==> src/rtl/if_fetch_if.sv <==
// Instruction-memory request/acknowledge bus between the fetch stage and imem.
// One request in flight; addr stays stable while req is high and ack has not arrived.
interface if_fetch_if;
  logic        req;
  logic [31:0] addr;
  logic        ack;
  logic [31:0] rdata;

  modport master (
    output req,
    output addr,
    input  ack,
    input  rdata
  );

  modport slave (
    input  req,
    input  addr,
    output ack,
    output rdata
  );
endinterface

==> src/rtl/if_fetch.sv <==
// RV32I instruction-fetch stage: PC generation, single-outstanding imem fetch, and a
// small {pc,inst} buffer ahead of IF/ID with branch redirect and stale-fetch squashing.
module if_fetch #(
  parameter logic [31:0] RESET_PC   = 32'h0000_0000,
  parameter int          FIFO_DEPTH = 2
) (
  input  logic        clk,
  input  logic        rst,
  if_fetch_if.master  imem,
  input  logic        stall_i,
  input  logic        branch_i,
  input  logic [31:0] branch_addr_i,
  output logic [31:0] if_pc,
  output logic [31:0] if_inst,
  output logic        if_valid
);

  localparam int PTR_W = (FIFO_DEPTH > 1) ? $clog2(FIFO_DEPTH) : 1;
  localparam int CNT_W = PTR_W + 1;

  // Bit 0 of the encoding is imem.req, so the request comes straight off a flop.
  typedef enum logic [1:0] {
    S_IDLE = 2'b00,
    S_REQ  = 2'b01,
    S_DROP = 2'b11
  } state_t;

  state_t           state;
  state_t           state_nxt;

  logic [31:0]      pc;
  logic [31:0]      pc_nxt;
  logic [31:0]      tgt;
  logic [31:0]      tgt_nxt;
  logic [31:0]      target;

  logic [31:0]      fifo_pc   [FIFO_DEPTH];
  logic [31:0]      fifo_inst [FIFO_DEPTH];
  logic [PTR_W-1:0] rd_ptr;
  logic [PTR_W-1:0] wr_ptr;
  logic [CNT_W-1:0] count;
  logic [CNT_W-1:0] count_after;

  logic             ack;
  logic             pop;
  logic             push;
  logic             room;

  assign ack    = imem.ack;
  assign target = branch_addr_i & ~32'h3;

  // A redirect flushes the buffer, so it suppresses both the pop and any push.
  assign pop         = (count != '0) && !stall_i && !branch_i;
  assign push        = (state == S_REQ) && ack && !branch_i;
  assign count_after = count + CNT_W'(push) - CNT_W'(pop);
  assign room        = count_after < CNT_W'(FIFO_DEPTH);

  // FSM state register
  always_ff @(posedge clk) begin
    if (!rst) begin
      state <= S_IDLE;
    end else begin
      state <= state_nxt;
    end
  end

  // FSM next-state logic
  always_comb begin
    state_nxt = state;
    unique case (state)
      S_IDLE: begin
        if (branch_i || room) state_nxt = S_REQ;
      end
      S_REQ: begin
        if (branch_i)  state_nxt = ack ? S_REQ : S_DROP;
        else if (ack)  state_nxt = room ? S_REQ : S_IDLE;
      end
      S_DROP: begin
        if (ack) state_nxt = S_REQ;
      end
      default: state_nxt = S_IDLE;
    endcase
  end

  // FSM outputs: request flag from the state flop, address from pc
  always_comb begin
    imem.req  = state[0];
    imem.addr = pc;
  end

  // While a squashed request is pending, pc keeps the stale address on the bus
  // and the redirect target waits in tgt until the ack arrives.
  always_comb begin
    pc_nxt  = pc;
    tgt_nxt = tgt;
    unique case (state)
      S_IDLE: begin
        if (branch_i) pc_nxt = target;
      end
      S_REQ: begin
        if (branch_i) begin
          if (ack) pc_nxt  = target;
          else     tgt_nxt = target;
        end else if (ack) begin
          pc_nxt = pc + 32'd4;
        end
      end
      S_DROP: begin
        if (branch_i) begin
          if (ack) pc_nxt  = target;
          else     tgt_nxt = target;
        end else if (ack) begin
          pc_nxt = tgt;
        end
      end
      default: pc_nxt = pc;
    endcase
  end

  always_ff @(posedge clk) begin
    if (!rst) begin
      pc     <= RESET_PC;
      rd_ptr <= '0;
      wr_ptr <= '0;
      count  <= '0;
    end else begin
      pc <= pc_nxt;
      if (branch_i) begin
        rd_ptr <= '0;
        wr_ptr <= '0;
        count  <= '0;
      end else begin
        if (pop)  rd_ptr <= rd_ptr + PTR_W'(1);
        if (push) wr_ptr <= wr_ptr + PTR_W'(1);
        count <= count_after;
      end
    end
  end

  always_ff @(posedge clk) begin
    tgt <= tgt_nxt;
    if (push) begin
      fifo_pc[wr_ptr]   <= pc;
      fifo_inst[wr_ptr] <= imem.rdata;
    end
  end

  // An empty buffer presents an all-zero instruction slot.
  always_comb begin
    if_valid = (count != '0);
    if_pc    = 32'h0;
    if_inst  = 32'h0;
    if (if_valid) begin
      if_pc   = fifo_pc[rd_ptr];
      if_inst = fifo_inst[rd_ptr];
    end
  end

endmodule

==> src/flat_wrapper.sv <==
// flat-port wrapper written by rule: the top's interface ports become plain ports
module if_fetch_flat 
#(
  parameter logic [31:0] RESET_PC   = 32'h0000_0000,
  parameter int          FIFO_DEPTH = 2
)
  (clk, rst, stall_i, branch_i, branch_addr_i, if_pc, if_inst, if_valid, imem_req, imem_addr, imem_ack, imem_rdata);
  if_fetch_if imem_i ();
  input  logic clk;
  input  logic rst;
  input  logic stall_i;
  input  logic branch_i;
  input  logic [31:0] branch_addr_i;
  output logic [31:0] if_pc;
  output logic [31:0] if_inst;
  output logic if_valid;
  output wire logic [$bits(imem_i.req)-1:0] imem_req;
  output wire logic [$bits(imem_i.addr)-1:0] imem_addr;
  input wire logic [$bits(imem_i.ack)-1:0] imem_ack;
  input wire logic [$bits(imem_i.rdata)-1:0] imem_rdata;
  assign imem_req = imem_i.req;
  assign imem_addr = imem_i.addr;
  assign imem_i.ack = imem_ack;
  assign imem_i.rdata = imem_rdata;
  if_fetch #(.RESET_PC(RESET_PC), .FIFO_DEPTH(FIFO_DEPTH)) u_core (.clk(clk), .rst(rst), .imem(imem_i), .stall_i(stall_i), .branch_i(branch_i), .branch_addr_i(branch_addr_i), .if_pc(if_pc), .if_inst(if_inst), .if_valid(if_valid));
endmodule
==> config.mk <==
export PLATFORM = sky130hd
export DESIGN_NAME = if_fetch_flat
export DESIGN_NICKNAME = d
export VERILOG_FILES = /design/src/rtl/if_fetch_if.sv /design/src/rtl/if_fetch.sv /design/src/flat_wrapper.sv
export SDC_FILE = /design/constraint.sdc
export NUM_CORES = 1
export LEC_CHECK = 0
export CORE_MARGIN = 8
export CORE_UTILIZATION = 30
export CTS_CLUSTER_DIAMETER = 50
export DETAILED_ROUTE_END_ITERATION = 7
export DONT_BUFFER_PORTS = 1
export GPL_ROUTABILITY_DRIVEN = 0
export HOLD_SLACK_MARGIN = 0.08
export PLACE_DENSITY = 0.54
export SYNTH_ARGS = -nofsm -noshare
export SYNTH_HDL_FRONTEND = slang
export SYNTH_SLANG_ARGS = --single-unit
==> constraint.sdc <==
create_clock -name clk -period 9.6 [get_ports clk]
set_clock_uncertainty 0.05 [all_clocks]
set_input_delay 1.92 -clock clk [delete_from_list [all_inputs] [get_ports clk]]
set_output_delay 1.92 -clock clk [all_outputs]
set_load 0.03 [all_outputs]
# After elaboration in Yosys (flattened, before gate mapping)
# Memory sizes are Yosys's and may differ from the RTL's. A register that Yosys moved wholly into a read port is not among the register bits.
# Cells that the tools add are included.
# word_totals
register_bits,68
latchBits,0
ramBits,128
mem_bits_ro,0
input_bits,69
output_inout_bits,98
wordCells,60
n_memories,2
# op_classes
add_sub_neg,5
multipliers,0
div,0
magnitude_cmp,1
n_eq_ne,7
n_shift,0
n_mux,22
bitwise_logic,2
reduce_logical,15
# memory_table
memory,depth,width,read_ports,rd_ports_with_merged_regs,wr,line_no,source
u_core.fifo_inst,2,32,1,1,1,if_fetch.sv:38,logic [31:0] fifo_inst [FIFO_DEPTH];
u_core.fifo_pc,2,32,1,1,1,if_fetch.sv:37,logic [31:0] fifo_pc [FIFO_DEPTH];
# ops
op,n
$mux 32,8
$pmux 32 s3,1
$add 32x3->32 const B,1
$mux 2,5
$mux 1,7
$ne 3x3->1 const B,2
$pmux 2 s3,1
$reduce_and 3->1,2
$logic_and 1x1->1,4
$ne 2x2->1 const B,2
$reduce_and 4->1,1
$reduce_or 2->1,2
$reduce_bool 3->1,1
$add 1x1->1 const B,2
$add 2x1->2,1
$eq 2x1->1 const B,1
$eq 2x2->1 const B,1
$logic_not 1->1,2
$logic_not 2->1,1
$lt 2x2->1 const B,1
$ne 2x1->1 const B,1
$not 1->1,2
$reduce_bool 2->1,1
$sub 2x1->2,1
$logic_or 1x1->1,1

# Longest topological paths before layout
# logic_depth
depth_word,10
ltp_mapped,13
ltp_nobuf,11

# Worst setup path after synthesis
# Ideal clock, no wire load.
# synth_timing
path_kind,input-to-reg
start,input branch_i
end,memory u_core.fifo_inst[0][0] (enable)
setup_ns,0.486
t_arrival_ns,5.077
t_required_ns,9.064
path_slack_ns,3.987
path_stages,4
path_buffers,1
path_cell_list,nor2b_1 -> clkbuf_1 -> nand2_1 -> nor2_1
# synth_between
elab_chain_cells,4
# synth_lines
item,line_no,source
start: declaration,flat_wrapper.sv:12,input logic branch_i;
$logic_not 1->1,if_fetch.sv:54,assign push = (state == S_REQ) && ack && !branch_i;
$logic_and 1x1->1,if_fetch.sv:54,
$mux 1,if_fetch.sv:142,if (push) begin
$mux 1 (implied by the code),if_fetch.sv:144,fifo_inst[wr_ptr] <= imem.rdata;
end: declaration,if_fetch.sv:38,
# No other way between the ends.

==> impl_summary.log <==
INFO  metric cts_hold_buffers = 0
INFO  metric seqCellArea = about 5500 sq um
INFO  metric vias_post_dr = 5198
INFO  metric setup.worst_path.class = reg2out
INFO  metric clock_latency = between 0.4 and 0.5 ns
INFO  metric cts_post_setup_buffers_inserted = 0
INFO  metric synthDominantAreaCellType = edfxtp_1
INFO  metric antenna-diode-count = 0
INFO  metric worstHoldPathType = reg2reg
INFO  metric synth.top_cells.by_count = edfxtp_1, nor2_1, mux2i_1, dfxtp_1, clkbuf_1
INFO  metric worst_slew_margin_rel = 0.288
INFO  metric port_buffers = 0
INFO  metric grt_pass1_wl = 32.3 mm
INFO  metric die_height = roughly 180 um
INFO  metric cpPeakStageDelay = roughly 0.76 ns
INFO  metric synth_top_family_by_area = simple AND/OR/NAND/NOR gates
INFO  metric timing.final.ws_setup = between 5 and 6 ns
INFO  metric core = about 28000 sq um
INFO  metric synth.most_common_cell = edfxtp_1
INFO  metric start_util = 0.302
INFO  metric setup_viol = 0
INFO  metric top_level_ports = 167
INFO  metric fp.dieArea = about 33000 sq um
INFO  metric synth-compound-area-share = 0.0925
INFO  metric synth_cells = 647
INFO  metric timing.critical_path.from_type = flip-flop
INFO  metric power_per_cell_area = between 200 and 250 nW/um^2
INFO  metric worstPathRequired = ~7.6 ns
INFO  metric grtUsageTotal = 0.127
INFO  metric viasPerCell = a little over 5
INFO  metric mappedNetlistArea = 8360 sq um
INFO  metric final_instance_area = roughly 9300 sq um
INFO  metric drtPass1Iterations = 5
INFO  metric cp.buffers_inverters = 1
INFO  metric grt_antenna_before_repair = 0
INFO  metric final_slew_violations = 0
INFO  metric cts_repair_resize_count = 0
INFO  metric timing.final.crit_share = 0.469
INFO  metric power.ir.vdd_worst = 84.0 uV
INFO  metric end_kind = output port
INFO  metric first_global_vias = 4996
INFO  metric placed_area = around 9000 sq um
INFO  metric synth_top_cells_by_area = edfxtp_1, dfxtp_1, mux2i_1
INFO  metric yosysWarningCount = 0
INFO  metric syn-num-nets = between 700 and 800
INFO  metric synth-seq-area-share = 0.661
INFO  metric timing.critical_path.cells = buf_4, mux2i_1, nor2_1
INFO  metric syn_avg_cell_area = 12.9 sq um
INFO  metric dr.first_iter.drc_count = around 430
INFO  metric cts.path.max_buffers = 2
INFO  metric total_leakage_power = between 2 and 3 nW
INFO  metric worst_slew_pin_slew = ~1.1 ns
INFO  metric setup_tns = 0 ns
INFO  metric async_flop_share = 0
INFO  metric die_w = around 180 um
INFO  metric worst_setup_hold_path_clk_slew = about 0.070 ns
INFO  metric max_cap_viol_count = 0
INFO  metric tritoncts_num_sinks = slightly below 200
INFO  metric grt-ovfl-total = 0
INFO  metric yosys-mux-area-fraction = 0.0924
INFO  metric clock.fmax = 222 MHz
INFO  metric cts_max_level = 4
INFO  metric timing.critical_path.arrival = ~2.5 ns
INFO  metric clockRootBuffer = clkbuf_16
INFO  metric post-synth-top-area-fraction = 0.568
INFO  metric layout-drive-gt1-share = 0.0829
INFO  metric grt_setup_unrepaired = false
INFO  metric critPathTopFamily = buffers and inverters
INFO  metric multi_input_gate_area = about 2700 sq um
INFO  metric tritoncts.num_buffers = 17
INFO  metric finish.net_count = ~710
INFO  metric synth-xor-area-share = 0.00479
INFO  metric area.growth.synth_to_final = 11.8%
INFO  metric detail_route.drc_violations = 0
INFO  metric dp_worst_setup_slack = approximately 5.5 ns
INFO  metric worst_path_max_delay_cell = buf_4
INFO  metric num-fill-cells = roughly 2700
INFO  metric detailedPlacementHpwl = between 10 and 15 mm
INFO  metric critPathMaxFanout = 56
INFO  metric synth.lib_cells_used.distinct = 53
INFO  metric avgRoutedWirePerCell = between 20 and 25 um
INFO  metric synth_seq_cells = between 150 and 200
INFO  metric hold_violations = 0
INFO  metric cts_tree = yes
INFO  metric fin_crit = 4.50 ns
INFO  metric synth-simple-area-share = 0.115
INFO  metric totalWireLength = 21.5 mm
INFO  metric number_of_flops_mapped_to_enable_cells_by_yosys = roughly 160
INFO  metric run_status = finished clean
INFO  metric synth_adder_area_share = 0.0105
INFO  metric largest_net_degree_at_the_start_of_global_routing = 69
INFO  metric detail-route-antenna-nets = 0
INFO  metric synthFlopType = edfxtp_1
INFO  metric core.rowCount = around 60
==> kinds of logic (layout without fill, tap and decap cells) <==
| group | after synthesis | after routing |
|---|---|---|
| buffers and inverters | 50 | 54 |
| AOI/OAI and AO/OA | 110 | 110 |
| and+or+nand+nor | 203 | 203 |
| adders and majority gates | 7 | 7 |
| xor gates and xnor gates | 3 | 3 |
| muxes | 77 | 77 |
| DFF | 197 | 197 |
==> area by class of cell <==
cell class,count,share of cell area
clock inverter,15,0.0155
timing repair buffer,10,0.00803
multi-input combinational,400,0.284
inverter,12,0.00482
clock buffer,17,0.0455
tap,378,0.0506
sequential,197,0.592
==> cells in the final DEF (no fill, tap or decap), types with 4 or more instances in the layout <==
master,n
nor2b_1,4
o2bb2ai_1,6
and2_1,9
nor3_1,9
a22oi_1,16
ha_1,7
nand2_1,24
a222oi_1,12
and4_1,4
a21oi_1,21
or3_1,8
buf_4,10
nand3_1,12
mux2i_1,76
o21ai_0,21
and3_1,5
nand4_1,9
clkbuf_16,17
edfxtp_1,158
nor2_1,97
inv_1,11
o22ai_1,7
dfxtp_1,38
nor4_1,11
==> path summary, 6_finish.rpt <==
path / start / end / slack (ns) / cells after the start
worst max register to register: u_core.state[0] / u_core.imem.addr[10] / 6.70 / 6
worst min register to register: u_core.rd_ptr / flip-flop / 0.46 / 2
worst min-delay path: u_core.rd_ptr / flip-flop / 0.46 / 2
worst max-delay path: flip-flop / if_pc[12] / 5.10 / 3
==> through the flow <==
step	utilization	hold WS, ns	total power, mW	std cells
after floorplan	-	0.430	1.16	647
after global placement	0.318	0.430	1.22	997
after detailed placement	0.318	0.457	1.22	997
after CTS	0.338	0.468	1.92	1029
after global routing	0.338	0.507	1.99	1029
final	0.338	0.461	1.90	1029
==> state kept, by name, summed over array words and instances, names as in the netlist, named ones only <==
name / flops
u_core.wr_ptr: 1
u_core.rd_ptr: 1
u_core.imem.addr: 32
u_core.fifo_pc: 64
u_core.count: 2
u_core.tgt: 30
u_core.state: 2
u_core.fifo_inst: 64
==> layer usage <==
layer	vias to the layer above	track usage	part of all wire
met4	0	0.0325	0.0086
met2	194	0.190	0.45
li1	2451	-	-
met1	2540	0.166	0.44
met3	13	0.0530	0.10
met5	-	0	0
==> where the power goes <==
group          switching (mW)  total (mW)  internal, mW
Clock                   0.338       0.703         0.365
Sequential             0.0782        1.04         0.964
Combinational           0.104       0.155        0.0516
Total                   0.520        1.90          1.38
==> worst min-delay path, cell delays in order, from the launching register on <==
cell and delay (ns):
dfxtp_1 0.31, o21ai_0 0.09, a21oi_1 0.07
(Power assumes the default switching activity.)
